--- src/rtl/bit_serializer.sv ---
// bit_serializer: valid/ready word in (in_valid/in_data/in_ready), one bit per clk out (ser_bit/ser_valid/frame_start/frame_done), busy while shifting or holding
module bit_serializer #(
  parameter int WIDTH     = 8,
  parameter bit MSB_FIRST = 1,
  parameter bit IDLE_BIT  = 1
) (
  input  logic             clk,
  input  logic             reset,
  input  logic             in_valid,
  input  logic [WIDTH-1:0] in_data,
  output logic             in_ready,
  output logic             ser_bit,
  output logic             ser_valid,
  output logic             frame_start,
  output logic             frame_done,
  output logic             busy
);
  localparam int CW = $clog2(WIDTH);
  localparam logic [CW-1:0] LAST = CW'(WIDTH - 1);
  typedef enum logic {IDLE, SHIFT} state_t;
  state_t state, state_n;
  logic [WIDTH-1:0] sreg, sreg_n, hold_data, hold_data_n, shifted;
  logic [CW-1:0] cnt, cnt_n;
  logic hold_full, hold_full_n, accept, last;
  assign accept  = in_valid && !hold_full;
  assign last    = state == SHIFT && cnt == LAST;
  assign shifted = MSB_FIRST ? {sreg[WIDTH-2:0], 1'b0} : {1'b0, sreg[WIDTH-1:1]};
  always_comb begin
    state_n     = state;
    sreg_n      = sreg;
    cnt_n       = cnt;
    hold_data_n = hold_data;
    hold_full_n = hold_full;
    if (state == IDLE) begin
      if (accept) begin
        sreg_n  = in_data;
        cnt_n   = '0;
        state_n = SHIFT;
      end
    end else if (!last) begin
      sreg_n = shifted;
      cnt_n  = cnt + CW'(1);
      if (accept) begin
        hold_data_n = in_data;
        hold_full_n = 1'b1;
      end
    end else if (hold_full) begin
      sreg_n      = hold_data;
      hold_full_n = 1'b0;
      cnt_n       = '0;
    end else if (in_valid) begin
      sreg_n = in_data;
      cnt_n  = '0;
    end else begin
      state_n = IDLE;
      cnt_n   = '0;
    end
  end
  always_ff @(posedge clk or posedge reset) begin
    if (reset) begin
      state     <= IDLE;
      sreg      <= '0;
      cnt       <= '0;
      hold_data <= '0;
      hold_full <= 1'b0;
    end else begin
      state     <= state_n;
      sreg      <= sreg_n;
      cnt       <= cnt_n;
      hold_data <= hold_data_n;
      hold_full <= hold_full_n;
    end
  end
  assign in_ready    = !hold_full;
  assign ser_valid   = state == SHIFT;
  assign ser_bit     = ser_valid ? (MSB_FIRST ? sreg[WIDTH-1] : sreg[0]) : IDLE_BIT;
  assign frame_start = ser_valid && cnt == '0;
  assign frame_done  = last;
  assign busy        = ser_valid || hold_full;
endmodule
--- config.mk ---
export PLATFORM = sky130hd
export DESIGN_NAME = bit_serializer
export DESIGN_NICKNAME = d
export VERILOG_FILES = /design/src/rtl/bit_serializer.sv
export SDC_FILE = /design/constraint.sdc
export NUM_CORES = 1
export LEC_CHECK = 0
export CAP_MARGIN = 10
export CORE_ASPECT_RATIO = 0.7
export CORE_MARGIN = 2
export CORE_UTILIZATION = 58
export CTS_CLUSTER_SIZE = 8
export DETAILED_ROUTE_END_ITERATION = 6
export PLACE_DENSITY = 0.9
export SKIP_LAST_GASP = 1
export SLEW_MARGIN = 20
export SYNTH_ARGS = -nofsm -noshare
export SYNTH_HDL_FRONTEND = slang
export SYNTH_SLANG_ARGS = --single-unit
--- constraint.sdc ---
create_clock -name clk -period 5.04 [get_ports clk]
set_clock_uncertainty 0.2 [all_clocks]
set_input_delay 1.512 -clock clk [delete_from_list [all_inputs] [get_ports clk]]
set_output_delay 1.512 -clock clk [all_outputs]
set_load 0.03 [all_outputs]
Word-level counts from Yosys, hierarchy flattened. Index checks and enable logic that the tools add are counted.

Bits in registers: 21. Bits of input ports: 11. Output and inout port bits: 6. Word-level logic and storage cells: 36.

Bitwise logic cells: 1. Multiplexer cells: 16. Equality and inequality tests: 2. Add/subtract/negate cells: 1. Reductions and logical operators: 11.

Operator list (number): $mux W8 (5); $mux W3 (3); $mux W1 (8); $ne A4 B3 Y1 const B (1); $reduce_and A2 Y1 (2); $reduce_bool A2 Y1 (2); $add A3 B1 Y3 const B (1); $eq A3 B3 Y1 const B (1); $logic_and A1 B1 Y1 (3); $logic_not A3 Y1 (1); $reduce_and A3 Y1 (1); $logic_not A1 Y1 (1); $logic_or A1 B1 Y1 (1); $not A1 Y1 (1).

Depth between registers and ports, before layout.
Depth after elaboration: 4. Depth in mapped cells: 7. Mapped depth without buffers: 6.

Worst setup path before layout. No wires, ideal clock.

Kind: reg-to-output. Start point: reg state, in the netlist ser_valid. End point: out frame_start. Data required time: 3.328 ns. Stages on the path, launching flop included: 5. Arrival time: 1.414 ns. Setup slack: 1.914 ns. Buffers on the path: 2. Cell sequence: dfrtp_1 -> buf_6 -> buf_4 -> nand2_1 -> nor2_1.

Cells in the longest elaborated chain, start to end: 1.

RTL lines: from (decl) (RTL line 21) `state_t state, state_n;`; from (signal assigned) (RTL line 67) `state <= state_n;`; $logic_and A1 B1 Y1 (RTL line 77) `assign frame_start = ser_valid && cnt == '0;`; to (decl) (RTL line 14) `output logic frame_start,`.

Every way passes these cells.

Worst setup path in the final report.
Start point: reg cnt[0]. End point: out frame_done.

Cells in the longest elaborated chain, start to end: 2.

RTL lines: from (decl) (RTL line 23) `logic [CW-1:0] cnt, cnt_n;`; from (signal assigned) (RTL line 69) `cnt <= cnt_n;`; $eq A3 B3 Y1 (RTL line 26) `assign last = state == SHIFT && cnt == LAST;`; $logic_and A1 B1 Y1 (RTL line 26); to (decl) (RTL line 15) `output logic frame_done,`.

Every way passes these cells.

==> impl_metrics.tcl <==
set metrics [dict create \
    fin_ws_ns 0.9295 \
    worstPathRequired_ns 3.33 \
    syn_area_per_cell_um2 11.44 \
    max_cap_viol_count 0 \
    initial_utilization 0.6048 \
    h-tree-depth 1 \
    clock_sinks 21 \
    crit_fanout 19 \
    place_ws_ns 1.323 \
    die-height_um 43.50 \
    tns_ns 0 \
    p_int_mw 0.5545 \
    hold_class "reg -> reg" \
    fmax_mhz 243.3 \
    rsz0062_at_grt "no" \
    antenna_found_initial 0 \
    grt_first_pass_wirelength_um 4491 \
    synth.top_cells.by_area "dfrtp_1 (41%), mux2_4 (9.3%), o41ai_2 (5.0%)" \
    grtUsageTotal 0.2322 \
    num_vias 943 \
    seq_area_um2 525.5 \
    synth_largest_area_cell "dfrtp_1" \
    hold_viol 0 \
    finalWorstPathRequiredPeriod_ns 4.110 \
    cts_tree "done" \
    grt_max_degree 27 \
    busiest_layer "met2" \
    coreArea_um2 2137 \
    fp-row-count 14 \
    gp_congestion 0.7886 \
    die_area_um2 2628 \
    cts-buffers-inserted 3 \
    drt-total-wl_um 2666 \
    hpwl_um 1799 \
    clockBufferDepth 2 \
    status "finished clean" \
    area_delta_synth_final_pct 12.68 \
    p_clk_frac 0.091 \
    nets 141 \
    power_density_nw_per_um2 661.3 \
    die_x_um 60.42 \
    dr.pass1.iters 4 \
    crit_top_cell "ha_1" \
    synthCells 113 \
    yosys_warnings 0 \
    worstMarginPinSlew_ns 0.8626 \
    cts_setup_buffers 0 \
    synth_ff_type "dfrtp_1" \
    synth_nets 127 \
    relSlewSlack 0.4250 \
    clockRootBuffer "clkbuf_4" \
    clk_latency_ns 0.32 \
    synth-seq-cells 21 \
    synthTopCellsByCount "dfrtp_1 (21), nor2_1 (12), mux2_4 (8)" \
    gr-usage-met1 0.3277 \
    n_antenna_cell 0 \
    power.switching_mw 0.4086 \
    placed_cell_area_um2 1430 \
    synth-edff-count 0 \
    via_per_inst 5.968 \
    grt.met3_usage 0.07164 \
    multi_input_area_um2 681.9 \
    netlist_area_um2 1292 \
    initialDrtViolationCount 44 \
    endpoint_kind "primary output" \
    io_buffers 16 \
    crit_path_top_delay_cell "clkdlybuf4s50_1" \
    crit_type "reg -> out" \
    grt_pass1_vias 924 \
    fillCellCount 173 \
    avgRoutedWirePerCell_um 16.87 \
    io_pins 17 \
    dp.cells 154 \
    drv_slew 0 \
    finalInstanceArea_um2 1456 \
    pwr-share-seq 0.364 \
    cts_hold_buffers 0 \
    met2_usage 0.3609 \
    p_sw_frac 0.4243 \
    finalCritPeriodShare 0.8156 \
    drive_gt1_frac 0.2222 \
    synth.most_common_cell "dfrtp_1" \
    yosysSeqAreaShare 0.4066 \
    arrival_ns 2.40 \
    drc_errors 0 \
    crit_path_cell_trace "ha_1 > ha_1 > and2_1 > clkdlybuf4s50_1" \
    leakage_nw 0.6409 \
    grt_overflow_total 0 \
    combPwrFrac 0.545 \
    async_flop_share 1.000 \
    clk_pin_slew_ns 0.13 \
    holdWs_ns 0.3186 \
    ir_drop_v 0.0003797 \
    ant_nets 0 \
    synth_top_area_share 0.4066 \
    critPathLaunchType "flip-flop" \
    ys_types 31 \
    post_cts_resized 0 \
    crit_path_max_incr_delay_ns 0.69 \
    setup_violations 0 \
    fin_cells 158 \
]
-- state kept, by name (all words and copies together) (netlist names) --
| name | flops |
|---|---|
| cnt | 3 |
| hold_data | 8 |
| hold_full | 1 |
| ser_valid | 1 |
| sreg | 8 |
-- metrics by stage --
stage          total power, mW  utilization
2_1_floorplan           0.7714            -
3_3_place_gp            0.8477       0.6692
3_5_place_dp            0.8734       0.6692
4_1_cts                 0.9606       0.6815
5_1_grt                  1.031       0.6815
6_report                0.9631       0.6815
-- cells in the final DEF, fill, tap and decap left out, types with 2 or more instances in the layout --
| master | synthesis | routed |
|---|---|---|
| clkbuf_4 | 0 | 3 |
| nand2_1 | 3 | 3 |
| o21ai_1 | 5 | 5 |
| nand2b_2 | 2 | 2 |
| nand3_1 | 2 | 2 |
| o21a_1 | 5 | 5 |
| nand2b_1 | 2 | 2 |
| and3b_1 | 7 | 7 |
| o22ai_1 | 2 | 2 |
| a22o_1 | 4 | 4 |
| o211ai_2 | 5 | 5 |
| nor3_1 | 4 | 4 |
| nor2_1 | 12 | 12 |
| inv_1 | 4 | 4 |
| nand3b_1 | 2 | 2 |
| dfrtp_1 | 21 | 21 |
| o41ai_2 | 4 | 4 |
| inv_2 | 2 | 2 |
| mux2_4 | 8 | 8 |
| clkdlybuf4s50_1 | 0 | 16 |
| ha_1 | 3 | 3 |
-- path summary, 6_finish.rpt --
path                       cells past startpoint                  endpoint  slack [ns]                startpoint
max                                            4                frame_done        0.93        cnt[0]$_DFFE_PP0P_
max reg2reg                                    5  hold_data[0]$_DFFE_PP0P_        2.71        cnt[0]$_DFFE_PP0P_
max in group asynchronous                      2       ser_valid$_DFF_PP0_        2.66                     reset
min reg2reg                                    1  hold_data[7]$_DFFE_PP0P_        0.32  hold_data[7]$_DFFE_PP0P_
min in group asynchronous                      2        cnt[2]$_DFFE_PP0P_        1.44                     reset
min                                            1  hold_data[7]$_DFFE_PP0P_        0.32  hold_data[7]$_DFFE_PP0P_
-- worst max-delay path, delay by kind of cell, from the launching register on --
family                   cells  cell delay [ns]
AND/OR/NAND/NOR              1             0.27
buffers and inverters        1             0.69
flip-flops                   1             0.41
adder cells (fa/ha/maj)      2             0.72
-- power groups by stage --
stage,clock network [mW],registers [mW],logic [mW]
after detailed placement,0,0.350,0.524
after floorplan,0,0.314,0.457
after global placement,0,0.345,0.503
after global routing,0.0963,0.364,0.570
after CTS,0.0879,0.348,0.525
final,0.0878,0.351,0.525
-- kinds of logic (layout without fill, tap and decap cells) --
logic type / Yosys count / after routing / synth area share
adders and majority gates: 3 / 3 / 0.02904
buffers and inverters: 13 / 26 / 0.06583
and+or+nand+nor: 38 / 38 / 0.1830
DFF: 21 / 21 / 0.4066
AOI/OAI and AO/OA: 30 / 30 / 0.2227
muxes: 8 / 8 / 0.09294
-- layout make-up --
cell class / instances / area share
multi-input combinational: 79 / 0.4682
inverter: 6 / 0.01546
sequential: 21 / 0.3608
timing repair buffer: 16 / 0.1100
clock buffer: 4 / 0.01804
tap: 32 / 0.02749
-- metal layers --
layer / up-vias / wire (µm)
met1: 467 / 1303
met3: 8 / 146
li1: 434 / -
met4: 0 / 31
met5: - / 0
met2: 34 / 1184
(Power assumes the default switching activity.)
